==> config.mk <==
export PLATFORM = sky130hd
export DESIGN_NAME = uart_tx_mmio
export DESIGN_NICKNAME = d
export VERILOG_FILES = /design/src/rtl/uart_pkg.sv /design/src/rtl/uart_tx_fifo.sv /design/src/rtl/uart_tx_mmio.sv
export SDC_FILE = /design/constraint.sdc
export NUM_CORES = 1
export LEC_CHECK = 0
export BUFFER_PORTS_ARGS = -buffer_cell sky130_fd_sc_hd__buf_2
export CORE_UTILIZATION = 57
export DETAILED_ROUTE_END_ITERATION = 10
export HOLD_SLACK_MARGIN = 0.12
export PLACE_DENSITY = 0.9
export SLEW_MARGIN = 40
export SYNTH_ARGS = -nofsm -noshare
export SYNTH_HDL_FRONTEND = slang
export SYNTH_SLANG_ARGS = --single-unit
==> constraint.sdc <==
create_clock -name clk -period 4.9 [get_ports clk]
set_input_delay 0.49 -clock clk [delete_from_list [all_inputs] [get_ports clk]]
set_output_delay 0.49 -clock clk [all_outputs]
set_load 0.01 [all_outputs]
==> src/rtl/uart_pkg.sv <==
// Shared constants for the memory-mapped UART transmitter: register offsets,
// STATUS bit positions and FSM state encodings.
package uart_pkg;

  localparam logic [1:0] REG_TXDATA = 2'd0;
  localparam logic [1:0] REG_STATUS = 2'd1;
  localparam logic [1:0] REG_DIV    = 2'd2;

  localparam int unsigned ST_BUSY    = 0;
  localparam int unsigned ST_FULL    = 1;
  localparam int unsigned ST_EMPTY   = 2;
  localparam int unsigned ST_OVF     = 3;
  localparam int unsigned ST_CNT_LSB = 4;
  localparam int unsigned ST_CNT_MSB = 8;

  localparam logic [1:0] S_IDLE  = 2'd0;
  localparam logic [1:0] S_START = 2'd1;
  localparam logic [1:0] S_DATA  = 2'd2;
  localparam logic [1:0] S_STOP  = 2'd3;

endpackage

==> src/rtl/uart_tx_fifo.sv <==
// Byte-wide synchronous FIFO for the UART transmitter; a push while full is
// dropped, and push and pop on the same edge keep the count unchanged.
module uart_tx_fifo #(
  parameter int unsigned DEPTH = 8
) (
  input  logic                     clk,
  input  logic                     rst,
  input  logic                     push,
  input  logic                     pop,
  input  logic [7:0]               din,
  output logic [7:0]               dout,
  output logic                     full,
  output logic                     empty,
  output logic [$clog2(DEPTH):0]   count
);

  localparam int unsigned AW = $clog2(DEPTH);
  localparam logic [AW:0] FULL_CNT = DEPTH[AW:0];

  logic [7:0]    r_mem [DEPTH];
  logic [AW-1:0] r_wptr;
  logic [AW-1:0] r_rptr;
  logic [AW:0]   r_count;
  logic          w_push_ok;
  logic          w_pop_ok;

  assign full      = (r_count == FULL_CNT);
  assign empty     = (r_count == '0);
  assign count     = r_count;
  assign dout      = r_mem[r_rptr];
  assign w_push_ok = push && !full;
  assign w_pop_ok  = pop && !empty;

  always_ff @(posedge clk) begin
    if (w_push_ok) r_mem[r_wptr] <= din;
  end

  always_ff @(posedge clk or negedge rst) begin
    if (!rst) begin
      r_wptr  <= '0;
      r_rptr  <= '0;
      r_count <= '0;
    end else begin
      if (w_push_ok) r_wptr <= r_wptr + AW'(1);
      if (w_pop_ok)  r_rptr <= r_rptr + AW'(1);
      case ({w_push_ok, w_pop_ok})
        2'b10:   r_count <= r_count + (AW+1)'(1);
        2'b01:   r_count <= r_count - (AW+1)'(1);
        default: r_count <= r_count;
      endcase
    end
  end

endmodule

==> src/rtl/uart_tx_mmio.sv <==
// Memory-mapped 8N1 UART transmitter: bus decode, register file and the
// serialiser FSM, fed from a small TX FIFO.
module uart_tx_mmio
  import uart_pkg::*;
#(
  parameter int unsigned CLK_DIV    = 16,
  parameter int unsigned FIFO_DEPTH = 8,
  parameter int unsigned DIV_W      = 16
) (
  input  logic        clk,
  input  logic        rst,
  input  logic        ce,
  input  logic        we,
  input  logic [31:0] addr,
  input  logic [31:0] dataIn,
  output logic [31:0] dataOut,
  output logic        txd,
  output logic        irq
);

  localparam int unsigned CW = $clog2(FIFO_DEPTH) + 1;

  logic [1:0]       r_state;
  logic             r_txd;
  logic [7:0]       r_shift;
  logic [DIV_W-1:0] r_div;
  logic [DIV_W-1:0] r_divLatch;
  logic [DIV_W-1:0] r_bitCnt;
  logic [2:0]       r_bitIdx;
  logic             r_ovf;

  logic [1:0]       w_sel;
  logic             w_wr;
  logic             w_push;
  logic             w_pop;
  logic             w_full;
  logic             w_empty;
  logic [CW-1:0]    w_count;
  logic [7:0]       w_dout;
  logic             w_bitEnd;
  logic             w_unused;

  assign w_sel    = addr[3:2];
  assign w_wr     = ce && we;
  assign w_push   = w_wr && (w_sel == REG_TXDATA);
  assign w_bitEnd = (r_bitCnt == r_divLatch - DIV_W'(1));
  // Pop on entry from IDLE, or at the end of STOP to chain frames without a gap.
  assign w_pop    = !w_empty && ((r_state == S_IDLE) || ((r_state == S_STOP) && w_bitEnd));
  assign w_unused = ^{addr[31:4], addr[1:0], dataIn};

  uart_tx_fifo #(
    .DEPTH (FIFO_DEPTH)
  ) u_fifo (
    .clk   (clk),
    .rst   (rst),
    .push  (w_push),
    .pop   (w_pop),
    .din   (dataIn[7:0]),
    .dout  (w_dout),
    .full  (w_full),
    .empty (w_empty),
    .count (w_count)
  );

  always_ff @(posedge clk or negedge rst) begin
    if (!rst) begin
      r_div <= DIV_W'(CLK_DIV);
      r_ovf <= 1'b0;
    end else begin
      if (w_wr && (w_sel == REG_STATUS) && dataIn[ST_OVF]) r_ovf <= 1'b0;
      if (w_push && w_full) r_ovf <= 1'b1;
      if (w_wr && (w_sel == REG_DIV))
        r_div <= (dataIn[DIV_W-1:0] == '0) ? DIV_W'(1) : dataIn[DIV_W-1:0];
    end
  end

  always_ff @(posedge clk or negedge rst) begin
    if (!rst) begin
      r_state    <= S_IDLE;
      r_txd      <= 1'b1;
      r_shift    <= '0;
      r_divLatch <= DIV_W'(CLK_DIV);
      r_bitCnt   <= '0;
      r_bitIdx   <= '0;
    end else begin
      if (w_pop) begin
        r_shift    <= w_dout;
        r_divLatch <= r_div;
        r_bitCnt   <= '0;
        r_txd      <= 1'b0;
        r_state    <= S_START;
      end else if (r_state != S_IDLE) begin
        if (!w_bitEnd) begin
          r_bitCnt <= r_bitCnt + DIV_W'(1);
        end else begin
          r_bitCnt <= '0;
          case (r_state)
            S_START: begin
              r_state  <= S_DATA;
              r_txd    <= r_shift[0];
              r_bitIdx <= '0;
            end
            S_DATA: begin
              if (r_bitIdx == 3'd7) begin
                r_state <= S_STOP;
                r_txd   <= 1'b1;
              end else begin
                r_shift  <= r_shift >> 1;
                r_txd    <= r_shift[1];
                r_bitIdx <= r_bitIdx + 3'd1;
              end
            end
            default: r_state <= S_IDLE;
          endcase
        end
      end
    end
  end

  always_comb begin
    dataOut = '0;
    if (ce) begin
      case (w_sel)
        REG_STATUS: begin
          dataOut[ST_BUSY]                = (r_state != S_IDLE);
          dataOut[ST_FULL]                = w_full;
          dataOut[ST_EMPTY]               = w_empty;
          dataOut[ST_OVF]                 = r_ovf;
          dataOut[ST_CNT_MSB:ST_CNT_LSB]  = 5'(w_count);
        end
        REG_DIV: dataOut = 32'(r_div);
        default: dataOut = '0;
      endcase
    end
  end

  assign txd = r_txd;
  assign irq = w_empty && (r_state == S_IDLE);

endmodule
==> results of run 1 <==
final cells by class:
class / instances / area, um2 / area share (%)
repair buffers: 46 / 251 / 3.31
multi-input cells: 362 / 2780 / 36.6
inverters: 14 / 52.6 / 0.691
flip-flops and latches: 137 / 3750 / 49.4
clock buffers: 17 / 425 / 5.59
clock inverters: 15 / 161 / 2.12
well taps: 143 / 179 / 2.35
registers in the layout (all words and copies together) (netlist names):
register,cells
u_fifo.r_mem,64
r_bitCnt,16
r_divLatch,16
r_div,16
r_shift,8
u_fifo.count,4
r_bitIdx,3
u_fifo.r_rptr,3
u_fifo.r_wptr,3
r_state,2
r_ovf,1
txd,1
cell usage after synthesis, types with 2 or more instances:
cell / number / share of area [%]
mux2i_1: 8 / 1.2
a21o_1: 3 / 0.33
mux2_2: 30 / 5.0
o31ai_1: 3 / 0.33
o211ai_1: 2 / 0.22
or4_1: 2 / 0.22
inv_1: 13 / 0.72
nand3_1: 11 / 0.81
nor4_1: 6 / 0.55
and2_1: 2 / 0.18
a22oi_1: 7 / 0.78
o21ai_0: 15 / 1.1
xor2_1: 27 / 3.5
buf_2: 2 / 0.15
dfstp_2: 3 / 1.2
edfxtp_1: 64 / 28
o21ai_1: 3 / 0.22
ha_1: 15 / 2.8
a211oi_1: 9 / 1.0
nor3b_1: 3 / 0.33
nand3b_1: 2 / 0.22
nor4_4: 2 / 0.63
buf_6: 7 / 1.2
nand2b_1: 5 / 0.46
nor3_1: 13 / 0.96
o41ai_1: 2 / 0.26
nand4_1: 10 / 0.92
xnor2_1: 14 / 1.8
mux4_2: 16 / 5.3
a21oi_1: 18 / 1.3
buf_4: 17 / 1.9
nor2b_1: 12 / 1.1
buf_1: 2 / 0.11
clkbuf_1: 11 / 0.61
nor2_1: 36 / 2.0
and3_1: 12 / 1.1
nand2_1: 36 / 2.0
dfrtp_1: 70 / 26
per-layer routing:
metal / vias to the layer above / wire length (um) / track usage (%)
met5: - / 0 / 0
met4: 0 / 549 / 13.7
met3: 62 / 1150 / 5.96
met2: 263 / 7570 / 43.2
met1: 2263 / 5850 / 32.0
li1: 2034 / - / -
kinds of logic after synthesis:
kind of cell	Yosys count	share of synthesized area (%)
AND/OR/NAND/NOR	159	12.5
flip-flops	137	55.4
AO/OA/AOI/OAI	76	7.52
multiplexers	54	11.5
buffers and inverters	53	4.69
XOR/XNOR	41	5.30
adder cells (fa/ha/maj)	16	3.07
other	1	0.0554
worst register-to-register path: cells and delay by family, from the launching register on:
family | cells | cell delay [ps]
AOI/OAI and AO/OA | 5 | 1500
xor gates and xnor gates | 2 | 270
adders and majority gates | 3 | 670
buffers and inverters | 2 | 210
DFF | 1 | 440
and+or+nand+nor | 4 | 1040
power by group through the flow:
stage	clock [mW]	sequential, mW	combinational [mW]
2_1_floorplan	0	1.61	1.10
3_3_place_gp	0	1.77	1.12
3_5_place_dp	0	1.79	1.20
4_1_cts	1.26	1.79	1.24
5_1_grt	1.32	1.83	1.38
6_report	1.26	1.80	1.26
final timing paths:
kind	end	slack [ps]	depth (start not counted)
worst max-delay path	u_fifo.count[3]$_DFFE_PN0P_	670	16
worst min-delay path	r_bitCnt[12]$_DFFE_PN0N_	160	2
worst max register to register	u_fifo.count[3]$_DFFE_PN0P_	670	16
worst min register to register	r_bitIdx[1]$_DFFE_PN0P_	520	2
max in group asynchronous	u_fifo.r_rptr[0]$_DFFE_PN0P_	4230	2
min in group clk	r_div[13]$_DFFE_PN0P_	330	2
==> impl_metrics.tcl, run 1 <==
set metrics [dict create \
    status "finished with violations" \
    antenna_left 0 \
    rsz0062_at_grt "false" \
    violations "design-rule violations" \
    place.gp.congestion 0.874 \
    dp_hpwl_um 9550 \
    dieHeight_um 111 \
    clock_sinks 137 \
    vias 4622 \
    cpLargestDelayFamily "compound AO/OA/AOI/OAI gates" \
    drive_above_1_share_pct 23.7 \
    wl_per_cell_um 20.6 \
    fill_cells 724 \
    crit_start "r_divLatch[0]$_DFFE_PN0N_" \
    critPathMaxFanout 11 \
    synth_edf_count 64 \
    worst_path_most_repeated_cell "ha_1" \
    dr.pass1.iters 8 \
    placed_area_um2 7010 \
    finClkSkew_ps 8.64 \
    nets 662 \
    dpl.cell_count 702 \
    hold_slack_ps 160 \
    clockBufferDepth 2 \
    initial_core_util_pct 58.8 \
    avgSynthCellArea_um2 12.6 \
    p_switching_mw 1.57 \
    synthArstFlopShare_pct 53.3 \
    cp_cell_sequence "inv_1 > ha_1 > nor3b_2 > nand2_1 > a221o_1 > a2111oi_2 > nand4_1 > o31a_1 > inv_2 > ha_1 > ha_1 > a21o_1 > a21oi_1 > xnor2_1 > nor2_1 > xor2_1" \
    cp.required_ps 5200 \
    cts_tree "built" \
    critPathKind "reg -> reg" \
    cp-start-kind "register" \
    final_hold_viol_count 0 \
    p_clk_share_pct 29.2 \
    clock_latency_ps 430 \
    fp.coreArea_um2 11500 \
    fmax_mhz 236 \
    cap_viol_max_count 0 \
    rr_startpoint "r_divLatch[0]$_DFFE_PN0N_" \
    hold_buffers 0 \
    drt_iter0_drc 415 \
    drc_errors 4 \
    layout_setup_ws_ps 666 \
    min_period_over_period_pct 86.4 \
    postLayoutCellArea_um2 7600 \
    critPathSlowestCell "nor3b_2" \
    die_w_um 111 \
    worst_slew_pin_slew_ps 810 \
    port_buffers 39 \
    p_per_area_nw_per_um2 568 \
    hp-class "in -> async" \
    grt_remaining_overflow 0 \
    path_clk_slew_ps 60 \
    cts_buffers 17 \
    internal_power_mw 2.75 \
    ioPinCount 102 \
    utilization_pct 66.0 \
    antenna_found_initial 0 \
    p_seq_share_pct 41.7 \
    yosys_register_bits 137 \
    clk_root_buffer_cell "clkbuf_16" \
    postCtsSetupBuffers 0 \
    yosys_warnings 0 \
    synth-main-ff-cell "dfrtp_1" \
    maxSlewHeadroom_pct 45.8 \
    grt_max_degree 74 \
    finalSetupTns_ps 0 \
    grt_pass1_wl_um 24200 \
    synth_cell_types 62 \
    crit_buf_inv 2 \
    drv_slew 0 \
    leakage_nw 3.14 \
    cts_max_level 4 \
    via_per_inst 6.30 \
    rows 39 \
    switching_share_pct 36.3 \
    arrival_ps 4540 \
    place_ws_ps 869 \
    final_common_cell "dfrtp_1" \
    instances_no_fill 734 \
    track_usage_pct 26.1 \
    syn-cell-area_um2 6770 \
    routed_wl_um 15100 \
    finalSetupViolCount 0 \
    comb_power_share_pct 29.1 \
    ctsResizeCount 0 \
    vdd_drop_max_uv 394 \
    cp-end-kind "register" \
    finalPower_mw 4.32 \
    syn_to_final_growth_pct 12.3 \
    layout_common_cells "69 x dfrtp_1, 64 x edfxtp_1, 39 x buf_2" \
    seq_area_frac_synth_pct 55.4 \
    diodes 0 \
    period_needed_ps 4230 \
    crit_path_max_incr_delay_ps 580 \
    die_area_um2 12300 \
    synthCells 537 \
    grt_pass1_vias 4626 \
]
(Power assumes the default switching activity.)
==> inputs of run 2 (changes only) <==
- ABC_AREA: unset -> 1
- CORE_UTILIZATION: 57 -> 58
- PLACE_DENSITY: 0.9 -> 0.91
==> run 2 against run 1 <==
Net effect:
- the flow still finishes with violations (design-rule violations)
- fmax up 9.5%
- global-route usage grew 0.26 points
- clock skew about the same
- design area is 2.6% higher
- via count up 20%
- synthesized area rose by 3.2%
- clock power barely moved
- worst setup slack better by 370 ps
- combinational power up 38%
- synthesized cell count increased by 44%
- die area grew 1.4%
- hold slack improved by 160 ps
==> impl_metrics.tcl, run 2 <==
set metrics [dict create \
    clock_sinks 137 \
    synth.most_common_cell "nand2_1" \
    dpl.cell_count 934 \
    cts_tree "built" \
    grt_max_degree 74 \
    wl_per_cell_um 16.0 \
    synth_common_cells "196 x nand2_1, 87 x nor2_1, 70 x dfrtp_1, 69 x inv_1, 64 x edfxtp_1" \
    top_layer "met4" \
    largest_register "u_fifo.r_mem" \
    hold_buffers 1 \
    clockBufferDepth 2 \
    postCtsSetupBuffers 0 \
    status "finished with violations" \
    fill_cells 815 \
    seq_area_frac_synth_pct 53.7 \
    ctsResizeCount 0 \
    dieHeight_um 112 \
    min_period_over_period_pct 78.9 \
    cp.required_ps 5210 \
    finalSetupViolCount 0 \
    yosys_warnings 0 \
    met3WireLength_um 1150 \
    internal_power_mw 2.75 \
    clk_root_buffer_cell "clkbuf_16" \
    cap_viol_max_count 0 \
    yosys_register_bits 137 \
    p_clk_share_pct 27.2 \
    synth_edf_count 64 \
    path_clk_slew_ps 60 \
    synthCells 773 \
    instances_no_fill 967 \
    fp.coreArea_um2 11600 \
    initial_core_util_pct 60.4 \
    critPathKind "reg -> reg" \
    p_seq_share_pct 35.1 \
    avgSynthCellArea_um2 9.04 \
    finalSetupTns_ps 0 \
    drive_above_1_share_pct 12.7 \
    grt_pass1_vias 5210 \
    dr.pass1.iters 8 \
    worst_slew_pin_slew_ps 827 \
    comb_power_share_pct 37.7 \
    final_common_cell "nand2_1" \
    critPathSlowestCell "dfrtp_1" \
    layout_common_cells "196 x nand2_1, 86 x nor2_1, 70 x dfrtp_1" \
    cp_cell_sequence "inv_2 > ha_1 > nand2_2 > nor2_4 > nand2_1 > nand2_1 > nand2_1 > nor2_1 > nand2_1 > nor2_1 > nand3_1 > nand2_4 > nand2_4 > inv_2 > ha_1 > ha_1 > nand2_1 > nor2_1 > a211oi_1 > nor2_1 > nor2_1 > nand2_1 > xnor2_1" \
    drc_errors 2 \
    track_usage_pct 26.3 \
    synth-main-ff-cell "dfrtp_1" \
    seq_area_um2 3750 \
    die_w_um 112 \
    maxSlewHeadroom_pct 44.7 \
    largest_reg_flops 64 \
    dp_hpwl_um 10200 \
    via_per_inst 5.73 \
    routed_wl_um 15500 \
    crit_path_max_incr_delay_ps 440 \
    rsz0062_at_grt "false" \
    ioPinCount 102 \
    leakage_nw 3.45 \
    vdd_drop_max_uv 431 \
    critPathMaxFanout 35 \
    synth_top_area_share_pct 27.5 \
    wl_met2_um 7640 \
    drt-met1-wl_um 6440 \
    antenna_left 0 \
    port_buffers 39 \
    arrival_ps 4180 \
    die_area_um2 12500 \
    synthArstFlopShare_pct 53.3 \
    finalPower_mw 4.61 \
    clock_latency_ps 430 \
    grt_remaining_overflow 0 \
    cts_max_level 4 \
    synth_area_leaders "edfxtp_1 27%, dfrtp_1 25%, nand2_1 11%, nor2_1 4.7%, o21ai_0 4.1%" \
    period_needed_ps 3870 \
    hp-class "in -> reg" \
    cp-start-kind "register" \
    drv_slew 0 \
    finClkSkew_ps 8.80 \
    grt_pass1_wl_um 25600 \
    switching_share_pct 40.3 \
    antenna_found_initial 0 \
    syn-cell-area_um2 6990 \
    diodes 0 \
    cp-end-kind "register" \
    syn_to_final_growth_pct 11.6 \
    p_per_area_nw_per_um2 590 \
    rows 39 \
    synth_area_leader_cell "edfxtp_1" \
    p_switching_mw 1.85 \
    final_hold_viol_count 0 \
    violations "design-rule violations" \
    synth_cell_types 45 \
    fmax_mhz 259 \
    nets 895 \
    place.gp.congestion 0.857 \
    worst_path_most_repeated_cell "nand2_1" \
    drt_iter0_drc 432 \
    vias 5539 \
    multi_input_area_um2 2810 \
    cts_buffers 17 \
]
==> run 2: final timing paths <==
check	cells after the start	endpoint	slack, ps	startpoint
max	23	u_fifo.count[3]$_DFFE_PN0P_	1030	r_divLatch[0]$_DFFE_PN0N_
min	2	r_div[10]$_DFFE_PN0P_	320	dataIn[10]
max reg2reg	23	u_fifo.count[3]$_DFFE_PN0P_	1030	r_divLatch[0]$_DFFE_PN0N_
min reg2reg	2	txd$_DFFE_PN1P_	470	txd$_DFFE_PN1P_
max in group asynchronous	2	r_divLatch[3]$_DFFE_PN0N_	3780	rst
min in group asynchronous	2	r_bitCnt[9]$_DFFE_PN0N_	650	rst
==> run 2: cell families after synthesis <==
family                     synth area share [%]
AOI/OAI and AO/OA                          8.57
xor gates and xnor gates                   3.13
adders and majority gates                  2.97
buffers and inverters                      7.02
DFF                                        53.7
muxes                                      1.77
other                                    0.0536
and+or+nand+nor                            22.8
==> run 2: cell type report <==
class / instances / area share [%]
Multi-Input combinational cell: 543 / 36.0
Sequential cell: 137 / 48.1
Tap cell: 143 / 2.29
Timing Repair Buffer: 41 / 2.81
Clock inverter: 12 / 1.81
Clock buffer: 20 / 5.60
Inverter: 71 / 3.42
==> run 2: through the flow <==
step	instance area (um2)	util, %	worst slack, ps	hold slack (ps)
floorplan	7050	-	1810	194
finish	7800	67.5	1030	322
detailed placement	7210	62.3	1100	459
global placement	7210	62.3	1220	455
global route	7800	67.5	666	321
CTS	7800	67.4	1060	316
==> run 2: power by group through the flow <==
stage,registers [mW],clock network [mW],logic [mW]
floorplan,1.57,0,1.37
global placement,1.61,0,1.60
detailed placement,1.62,0,1.68
CTS,1.61,1.25,1.72
global route,1.64,1.30,1.97
finish,1.62,1.25,1.74
==> run 2: metal layers <==
layer | track usage (%) | up-vias
met2 | 43.9 | 254
met3 | 5.82 | 28
met1 | 33.6 | 2646
met5 | 0 | -
met4 | 10.3 | 0
li1 | - | 2611
==> run 2: critical path: cells and delay by family (launching register included) <==
kind | cells | cell delay (ps)
buf+inv | 2 | 500
simple gates | 16 | 1690
fa+ha+maj | 3 | 760
compound gates | 1 | 220
xor+xnor | 1 | 120
flops | 1 | 440
